`src/rtl/uart_pkg.sv`:
```
// Shared UART definitions: parity encoding, parity type and transmit FSM states.
package uart_pkg;

  typedef logic [1:0] parity_t;

  localparam parity_t PAR_NONE = 2'b00;
  localparam parity_t PAR_ODD  = 2'b01;
  localparam parity_t PAR_EVEN = 2'b10;

  typedef enum logic [2:0] {
    TX_IDLE,
    TX_START,
    TX_DATA,
    TX_PARITY,
    TX_STOP
  } tx_state_e;

  // 2'b11 is treated like NONE: no parity bit on the line.
  function automatic logic parity_enabled(parity_t p);
    return (p == PAR_ODD) || (p == PAR_EVEN);
  endfunction

endpackage

```
`src/rtl/uart_tx_framer_if.sv`:
```
// Byte-level request/status bundle between a transmit client and the framer.
interface uart_tx_framer_if;
  import uart_pkg::*;

  logic       tx_start;
  logic [7:0] tx_data;
  parity_t    parity_type;
  logic       tx_out;
  logic       tx_busy;
  logic       tx_done;

  modport master (
    output tx_start, tx_data, parity_type,
    input  tx_out, tx_busy, tx_done
  );

  modport slave (
    input  tx_start, tx_data, parity_type,
    output tx_out, tx_busy, tx_done
  );

endinterface

```
`src/rtl/uart_parity_calc.sv`:
```
// Expected parity bit for a byte; shared by the transmit framer and the receive checker.
module uart_parity_calc
  import uart_pkg::*;
(
  input  logic [7:0] data_i,
  input  parity_t    parity_type_i,
  output logic       parity_o
);

  // EVEN makes the total count of ones even, ODD makes it odd.
  always_comb begin
    parity_o = 1'b0;
    case (parity_type_i)
      PAR_EVEN: parity_o = ^data_i;
      PAR_ODD:  parity_o = ~^data_i;
      default:  parity_o = 1'b0;
    endcase
  end

endmodule

```
`src/rtl/uart_tx_framer.sv`:
```
// UART transmit framer: start bit, 8 data bits LSB first, optional parity, stop bit(s).
//
// state     | meaning
// TX_IDLE   | line high, waiting for tx_start
// TX_START  | start bit (low)
// TX_DATA   | data bits, LSB first, shift register drives the line
// TX_PARITY | latched parity bit
// TX_STOP   | stop bit(s) high; last line cycle is the IDLE/tx_done cycle
module uart_tx_framer
  import uart_pkg::*;
#(
  parameter int CLKS_PER_BIT = 16,
  parameter int STOP_BITS    = 1
) (
  input  logic clk,
  input  logic rst,
  uart_tx_framer_if.slave tx_if
);

  localparam int CNT_W = $clog2(2 * CLKS_PER_BIT);
  localparam logic [CNT_W-1:0] CNT_ONE  = CNT_W'(1);
  localparam logic [CNT_W-1:0] BIT_LAST = CNT_W'(CLKS_PER_BIT - 1);
  // The final stop cycle coincides with the IDLE cycle that pulses tx_done,
  // so STOP itself ends one cycle early to keep the line high for exactly
  // STOP_BITS*CLKS_PER_BIT cycles and allow gapless back-to-back frames.
  localparam logic [CNT_W-1:0] STOP_LAST = CNT_W'(STOP_BITS * CLKS_PER_BIT - 2);

  tx_state_e        state_q,   state_d;
  logic [CNT_W-1:0] clk_cnt_q, clk_cnt_d;
  logic [2:0]       bit_cnt_q, bit_cnt_d;
  logic [7:0]       shift_q,   shift_d;
  parity_t          ptype_q,   ptype_d;
  logic             par_bit_q, par_bit_d;
  logic             tx_out_q,  tx_out_d;
  logic             busy_q,    busy_d;
  logic             done_q,    done_d;
  logic             par_calc;

  uart_parity_calc u_parity (
    .data_i        (tx_if.tx_data),
    .parity_type_i (tx_if.parity_type),
    .parity_o      (par_calc)
  );

  // Next-state, counters and registered-output values.
  always_comb begin
    state_d   = state_q;
    clk_cnt_d = clk_cnt_q;
    bit_cnt_d = bit_cnt_q;
    shift_d   = shift_q;
    ptype_d   = ptype_q;
    par_bit_d = par_bit_q;

    case (state_q)
      TX_IDLE: begin
        if (tx_if.tx_start && !busy_q) begin
          shift_d   = tx_if.tx_data;
          ptype_d   = tx_if.parity_type;
          par_bit_d = par_calc;
          clk_cnt_d = '0;
          bit_cnt_d = '0;
          state_d   = TX_START;
        end
      end
      TX_START: begin
        if (clk_cnt_q == BIT_LAST) begin
          clk_cnt_d = '0;
          state_d   = TX_DATA;
        end else begin
          clk_cnt_d = clk_cnt_q + CNT_ONE;
        end
      end
      TX_DATA: begin
        if (clk_cnt_q == BIT_LAST) begin
          clk_cnt_d = '0;
          shift_d   = {1'b0, shift_q[7:1]};
          if (bit_cnt_q == 3'd7) begin
            bit_cnt_d = '0;
            state_d   = parity_enabled(ptype_q) ? TX_PARITY : TX_STOP;
          end else begin
            bit_cnt_d = bit_cnt_q + 3'd1;
          end
        end else begin
          clk_cnt_d = clk_cnt_q + CNT_ONE;
        end
      end
      TX_PARITY: begin
        if (clk_cnt_q == BIT_LAST) begin
          clk_cnt_d = '0;
          state_d   = TX_STOP;
        end else begin
          clk_cnt_d = clk_cnt_q + CNT_ONE;
        end
      end
      TX_STOP: begin
        if (clk_cnt_q == STOP_LAST) begin
          clk_cnt_d = '0;
          state_d   = TX_IDLE;
        end else begin
          clk_cnt_d = clk_cnt_q + CNT_ONE;
        end
      end
      default: begin
        clk_cnt_d = '0;
        bit_cnt_d = '0;
        state_d   = TX_IDLE;
      end
    endcase

    case (state_d)
      TX_START:  tx_out_d = 1'b0;
      TX_DATA:   tx_out_d = shift_d[0];
      TX_PARITY: tx_out_d = par_bit_d;
      default:   tx_out_d = 1'b1;
    endcase

    busy_d = (state_d != TX_IDLE);
    done_d = (state_q == TX_STOP) && (state_d == TX_IDLE);
  end

  // State, datapath and output registers; reset aborts any frame in flight.
  always_ff @(posedge clk or posedge rst) begin
    if (rst) begin
      state_q   <= TX_IDLE;
      clk_cnt_q <= '0;
      bit_cnt_q <= '0;
      shift_q   <= '0;
      ptype_q   <= PAR_NONE;
      par_bit_q <= 1'b0;
      tx_out_q  <= 1'b1;
      busy_q    <= 1'b0;
      done_q    <= 1'b0;
    end else begin
      state_q   <= state_d;
      clk_cnt_q <= clk_cnt_d;
      bit_cnt_q <= bit_cnt_d;
      shift_q   <= shift_d;
      ptype_q   <= ptype_d;
      par_bit_q <= par_bit_d;
      tx_out_q  <= tx_out_d;
      busy_q    <= busy_d;
      done_q    <= done_d;
    end
  end

  assign tx_if.tx_out  = tx_out_q;
  assign tx_if.tx_busy = busy_q;
  assign tx_if.tx_done = done_q;

endmodule
```
`src/flat_wrapper.sv`:
```
// flat-port wrapper written by rule: the top's interface ports become plain ports
module uart_tx_framer_flat import uart_pkg::*;
#(
  parameter int CLKS_PER_BIT = 16,
  parameter int STOP_BITS    = 1
)
  (clk, rst, tx_if_tx_start, tx_if_tx_data, tx_if_parity_type, tx_if_tx_out, tx_if_tx_busy, tx_if_tx_done);
  uart_tx_framer_if tx_if_i ();
  input  logic clk;
  input  logic rst;
  input wire logic [$bits(tx_if_i.tx_start)-1:0] tx_if_tx_start;
  input wire logic [$bits(tx_if_i.tx_data)-1:0] tx_if_tx_data;
  input wire logic [$bits(tx_if_i.parity_type)-1:0] tx_if_parity_type;
  output wire logic [$bits(tx_if_i.tx_out)-1:0] tx_if_tx_out;
  output wire logic [$bits(tx_if_i.tx_busy)-1:0] tx_if_tx_busy;
  output wire logic [$bits(tx_if_i.tx_done)-1:0] tx_if_tx_done;
  assign tx_if_i.tx_start = tx_if_tx_start;
  assign tx_if_i.tx_data = tx_if_tx_data;
  assign tx_if_i.parity_type = tx_if_parity_type;
  assign tx_if_tx_out = tx_if_i.tx_out;
  assign tx_if_tx_busy = tx_if_i.tx_busy;
  assign tx_if_tx_done = tx_if_i.tx_done;
  uart_tx_framer #(.CLKS_PER_BIT(CLKS_PER_BIT), .STOP_BITS(STOP_BITS)) u_core (.clk(clk), .rst(rst), .tx_if(tx_if_i));
endmodule
```
`config.mk`:
```
export PLATFORM = sky130hd
export DESIGN_NAME = uart_tx_framer_flat
export DESIGN_NICKNAME = d
export VERILOG_FILES = /design/src/rtl/uart_pkg.sv /design/src/rtl/uart_tx_framer_if.sv /design/src/rtl/uart_parity_calc.sv /design/src/rtl/uart_tx_framer.sv /design/src/flat_wrapper.sv
export SDC_FILE = /design/constraint.sdc
export NUM_CORES = 1
export LEC_CHECK = 0
export CAP_MARGIN = 20
export CORE_MARGIN = 2
export CORE_UTILIZATION = 40
export DETAILED_ROUTE_END_ITERATION = 10
export SLEW_MARGIN = 20
export SYNTH_ARGS = -nofsm -noshare
export SYNTH_HDL_FRONTEND = slang
export SYNTH_HIERARCHICAL = 1
export SYNTH_SLANG_ARGS = --single-unit
```
`constraint.sdc`:
```
create_clock -name clk -period 4.5 [get_ports clk]
set_input_delay 0.9 -clock clk [delete_from_list [all_inputs] [get_ports clk]]
set_output_delay 0.9 -clock clk [all_outputs]
set_load 0.02 [all_outputs]
```
# [Yosys cells after proc, flatten, opt, wreduce, memory -nomap -nowiden]
# Index checks and enable logic that the tools add are counted.
[word_totals] ff_bits=25 latchBits=0 ram_bits=0 mem_bits_ro=0 inputBits=13 mem_count=0
[op_classes] add_sub_neg=2 multipliers=0 div_mod_pow=0 order_cmp=0 n_eq_ne=16 n_shift=0 muxes=23 bitwise_logic=1 reduce_logical=15
[ops] op="3-bit two-way mux" count=10
[ops] op="8-bit two-way mux" count=2
[ops] op="8-bit case mux with 2 select lines" count=1
[ops] op="5-bit two-way mux" count=3
[ops] op="3-bit case mux with 5 select lines" count=1
[ops] op="5-bit case mux with 3 select lines" count=1
[ops] op="3-bit by 2-bit == test with 1-bit output (second input constant)" count=4
[ops] op="5-bit by 4-bit == test with 1-bit output (second input constant)" count=2
[ops] op="3-bit case mux with 3 select lines" count=1
[ops] op="8-bit XNOR reduction" count=1
[ops] op="8-bit XOR reduction" count=1
[ops] op="3-bit by 1-bit == test with 1-bit output (second input constant)" count=2
[ops] op="3-bit == test (second input constant)" count=2
[ops] op="3-bit logical NOT" count=2
[ops] op="3-bit AND reduction" count=2
[ops] op="3-bit OR reduction" count=2
[ops] op="5-bit by 1-bit adder with 5-bit output (second input constant)" count=1
[ops] op="2-bit by 1-bit == test with 1-bit output (second input constant)" count=2
[ops] op="2-bit == test (second input constant)" count=2
[ops] op="2-bit by 1-bit inequality test with 1-bit output (second input constant)" count=2
[ops] op="3-bit by 1-bit adder with 3-bit output (second input constant)" count=1
[ops] op="1-bit case mux with 3 select lines" count=1
[ops] op="3-bit nonzero test" count=1
[ops] op="1-bit logical AND" count=2
[ops] op="other kinds (7)" count=8

# [Longest topological paths before layout]
[depth] ltp_word=8 depth_mapped=9

# [Hierarchy]
# The synthesis kept the hierarchy.
[modules_own_cells] mod="uart_tx_framer" n_inst=1 cells_per_inst=137 area_each_um2=1400.1 seq_area_each_um2=626.9
[modules_own_cells] mod="uart_parity_calc" n_inst=1 cells_per_inst=10 area_each_um2=83.8 seq_area_each_um2=0.0

# [Worst setup path after synthesis]
# Ideal clock, no wire load.
[synth_timing] kind="in2reg" start="input port tx_if_tx_data[3]" end="register u_core.tx_out_q, in the netlist u_core/tx_if.tx_out" setup_ns=0.062 arrival_time_ns=1.905 t_required_ns=4.438 path_slack_ns=2.533 path_stages=7 path_buffers=0 cell_sequence="xor2_1 xnor2_1 xnor2_1 mux2i_1 mux2i_1 o21ai_1 o41a_1"
[synth_via] elab_chain_cells=5
[synth_rtl] item="from (decl)" line_no="flat_wrapper.sv:12" rtl="input wire logic [$bits(tx_if_i.tx_data)-1:0] tx_if_tx_data;"
[synth_rtl] item="8-bit XNOR reduction or 8-bit XOR reduction (tied branches)" line_no="uart_parity_calc.sv:15, uart_parity_calc.sv:14"
[synth_rtl] item="1-bit case mux with 2 select lines *" line_no="uart_parity_calc.sv:13" rtl="case (parity_type_i)"
[synth_rtl] item="named net u_core.par_calc" line_no="uart_tx_framer.sv:37" rtl="logic par_calc;"
[synth_rtl] item="1-bit two-way mux *" line_no="uart_tx_framer.sv:56" rtl="if (tx_if.tx_start && !busy_q) begin"
[synth_rtl] item="1-bit two-way mux *" line_no="uart_tx_framer.sv:54" rtl="case (state_q)"
[synth_rtl] item="1-bit case mux with 3 select lines *" line_no="uart_tx_framer.sv:110" rtl="case (state_d)"
[synth_rtl] item="named net u_core.tx_out_d" line_no="uart_tx_framer.sv:34" rtl="logic tx_out_q, tx_out_d;"
[synth_rtl] item="to (signal assigned)" line_no="uart_tx_framer.sv:140" rtl="tx_out_q <= tx_out_d;"
[synth_rtl] item="to (decl)" line_no="uart_tx_framer.sv:34"
# Mark *: on every way through the listed nets, which the timed path passes. The rest lies on a longest branch.
# A chain may end at the register's enable or synchronous reset.

# [Worst setup path in the final report]
[layout_timing] start="input port tx_if_tx_start" end="register u_core.tx_out_q, in the netlist u_core/tx_if.tx_out"
[layout_via] elab_chain_cells=5
[layout_rtl] item="from (decl)" line_no="flat_wrapper.sv:11" rtl="input wire logic [$bits(tx_if_i.tx_start)-1:0] tx_if_tx_start;"
[layout_rtl] item="1-bit logical AND *" line_no="uart_tx_framer.sv:56"
[layout_rtl] item="3-bit two-way mux" line_no="uart_tx_framer.sv:56"
[layout_rtl] item="3-bit case mux with 5 select lines" line_no="uart_tx_framer.sv:54"
[layout_rtl] item="3-bit by 2-bit == test with 1-bit output or 3-bit by 1-bit == test with 1-bit output (tied branches)" line_no="uart_tx_framer.sv:110"
[layout_rtl] item="1-bit case mux with 3 select lines *" line_no="uart_tx_framer.sv:110"
[layout_rtl] item="named net u_core.tx_out_d" line_no="uart_tx_framer.sv:34"
# Mark *: on every way through the listed nets, which the timed path passes. The rest lies on a longest branch. The select of a mux whose other input is x is not followed.

==> results.py <==
metrics = {
    "status": {
        "status": "complete, no violations",
    },
    "setup_path": {
        "setup.worst_path.start": "tx_if_tx_start",
        "r2r_slack_ns": 2.29,
        "arrival_ns": 2.60,
        "reg2reg_from": "u_core/clk_cnt_q[1]",
        "cp_max_fo": 11,
        "slowest_delay_ns": 0.52,
        "cp_slowest_cell": "nor4_4",
        "path_delay_family": "simple AND/OR/NAND/NOR gates",
        "worstPathCellList": "clkdlybuf4s50_1 -> nand2b_1 -> nor4_4 -> mux2i_1 -> o21ai_1 -> o41a_1",
        "startpoint_type": "input pin",
        "end_kind": "flop",
        "crit_required_ns": 4.70,
        "r2r-end": "u_core/tx_if.tx_done",
        "worstSetupPathType": "in2reg",
        "crit_buf_inv": 1,
        "rr_worst_depth": 8,
    },
    "global_routing": {
        "antenna_found_initial": 0,
        "grt_pass1_vias": 1143,
        "grt.overflow.total": 0,
        "grt_pass1_wl_um": 4912,
        "grt_max_degree": 26,
        "grtUsageTotal_pct": 14.59,
    },
    "logic_synthesis": {
        "syn_area_mm2": 0.001484,
        "synthArstFlopShare_pct": 100.0,
        "synth-seq-cells": 25,
        "avgSynthCellArea_um2": 10.09,
        "netlist_instances": 147,
        "synth-edff-count": 0,
        "ys_warn_count": 6,
        "yosysSeqAreaShare_pct": 42.24,
        "synth.distinct_cells": 42,
        "synth_ff_type": "dfrtp_1",
        "syn_nets": 167,
    },
    "cells_and_area": {
        "drive_above_1_share_pct": 8.917,
        "fin_area_mm2": 0.001667,
        "multi_input_area_um2": 739.5,
        "regArea_um2": 626.9,
        "fin_cells": 205,
        "area_delta_synth_final_pct": 12.31,
        "fin_util_pct": 46.22,
        "antenna_cells": 0,
        "nets": 178,
        "fill_cells": 350,
    },
    "route": {
        "postRouteWirelength_um": 2762,
        "drtIter0Drc": 62,
        "routed-wl-met2_um": 1380,
        "via_count": 1087,
        "dr.pass1.iters": 4,
        "postRouteAntennaNets": 0,
        "viasPerCell": 5.302,
        "route.detailed.wl_per_inst_um": 13.47,
        "dr.max_layer_used": "met4",
        "wl_met1_um": 1289,
        "drc": 0,
        "met3_wirelength_um": 83,
    },
    "timing": {
        "tightest_slew_ns": 0.9058,
        "hold_slack_ns": 0.4966,
        "hold_viol": 0,
        "tns_ns": 0,
        "relSlewSlack_pct": 39.24,
        "slew_viol_final": 0,
        "rsz0062_at_grt": "no",
        "report.final.setup_viol": 0,
        "min_period_ns": 2.397,
        "fmax_mhz": 417.2,
        "fin_skew_ns": 0.005663,
        "post-route-period-util_pct": 53.26,
        "worst_slack_ns": 2.103,
    },
    "die": {
        "die_h_um": 64.91,
        "io_pins": 16,
        "dieArea_mm2": 0.004213,
        "die_width_um": 64.91,
        "core_mm2": 0.003606,
        "start_util_pct": 41.15,
        "rows": 22,
    },
    "placed_design": {
        "io_buffers": 15,
        "placed_area_mm2": 0.001618,
        "place_inst": 201,
        "pre_cts_slack_ns": 1.819,
        "hpwl_um": 2079,
        "gp_congestion": 0.7825,
    },
    "power_and_ir_drop": {
        "ir_drop_v": 0.0001652,
        "powerDensity_mw_per_mm2": 496.4,
        "p_leak_nw": 0.6615,
        "p_total_mw": 0.8273,
    },
    "run": {
        "drv_cap": 0,
    },
    "worst_hold_path": {
        "min_path_type": "reg2reg",
        "hp-start": "u_core/shift_q[1]",
        "min_path_cells": 2,
        "hold_end": "u_core/shift_q[1]",
    },
    "clock_network": {
        "cts_buffers": 3,
        "cts_tree": "done",
        "holdBufCountCts": 0,
        "postCtsSetupRepairBufs": 0,
        "cts_root_buffer": "clkbuf_8",
        "cts-htree-levels": 1,
        "cts_buffer_depth": 2,
        "clock_latency_ns": 0.27,
        "cts.sinks": 25,
        "cts_resized": 0,
        "cts.clk_slew.worst_paths_ns": 0.09,
    },
}
==> final cells by class <==
| type | instances | area share (%) |
|---|---|---|
| tap | 48 | 3.604 |
| clock buffer | 3 | 2.477 |
| clock inverter | 1 | 0.4505 |
| multi-input combinational | 102 | 44.37 |
| inverter | 11 | 2.477 |
| timing repair buffer | 15 | 9.009 |
| sequential | 25 | 37.61 |
==> worst max path at each step <==
stage	end	slack (ns)	cells past startpoint
after floorplan	u_core/tx_if.tx_out	2.53	7
after global placement	u_core/tx_if.tx_out	1.88	6
after detailed placement	u_core/tx_if.tx_out	1.82	6
after CTS	u_core/tx_if.tx_out	2.11	6
after global routing	u_core/tx_if.tx_out	1.94	6
final	u_core/tx_if.tx_out	2.10	6
==> state kept, by name, indices dropped and copies added (netlist names) <==
name                  count
u_core/tx_if.tx_done      1
u_core/ptype_q            2
u_core/clk_cnt_q          5
u_core/shift_q            8
u_core/bit_cnt_q          3
u_core/tx_if.tx_out       1
u_core/state_q            3
u_core/tx_if.tx_busy      1
u_core/par_bit_q          1
==> Yosys cell counts (3+ instances only) <==
cell / count / area (µm²)
nor2_1: 4 / 15.01
ha_1: 7 / 87.58
a21oi_1: 3 / 15.01
a22oi_1: 6 / 45.04
nor2b_1: 3 / 18.77
nand2_1: 11 / 41.29
nand4b_1: 3 / 26.28
buf_6: 3 / 33.78
o21ai_0: 14 / 70.07
mux2_2: 3 / 33.78
dfrtp_1: 24 / 600.6
xnor2_1: 7 / 61.31
inv_1: 11 / 41.29
nand2b_1: 3 / 18.77
mux2i_1: 3 / 30.03
and3_1: 3 / 18.77
nand4_1: 5 / 31.28
==> power by group <==
part	switching (mW)	internal, mW	total [mW]
Clock	0.0696	0.0626	0.132
Sequential	0.0840	0.292	0.376
Combinational	0.168	0.151	0.319
Total	0.322	0.506	0.827
==> layer usage <==
metal  vias to the layer above  global-route usage (%)
met5                         -                       0
met4                         0                   4.255
met3                         2                   1.563
met2                        18                   26.16
met1                       519                   18.41
li1                        548                       -
==> kinds of logic after synthesis <==
family,count (synthesis),share of synthesized area (%)
AOI/OAI and AO/OA,39,17.62
xor gates and xnor gates,9,5.312
adders and majority gates,7,5.902
buffers and inverters,20,7.925
DFF,25,42.24
muxes,6,4.300
and+or+nand+nor,41,16.69
==> cell usage in the layout (no fill, tap or decap), drive strengths merged, types with 2 or more instances in the layout <==
cell type      instances
a21oi                  4
a22o                   2
a22oi                  6
a31oi                  2
and3                   3
clkbuf                 3
clkdlybuf4s50         15
dfrtp                 24
ha                     7
inv                   10
mux2                   3
mux2i                  3
nand2                 11
nand2b                 3
nand3                  3
nand4                  5
nand4b                 3
nor2                   4
nor2b                  3
nor4                   3
o211ai                 2
o21ai                 16
o31ai                  2
xnor2                  7
xor2                   2
==> worst min-delay path, stage by stage (launching register included) <==
cell and delay [ns]:
dfrtp_1 0.36, nand2_1 0.05, o21ai_0 0.06
(Power assumes the default switching activity.)
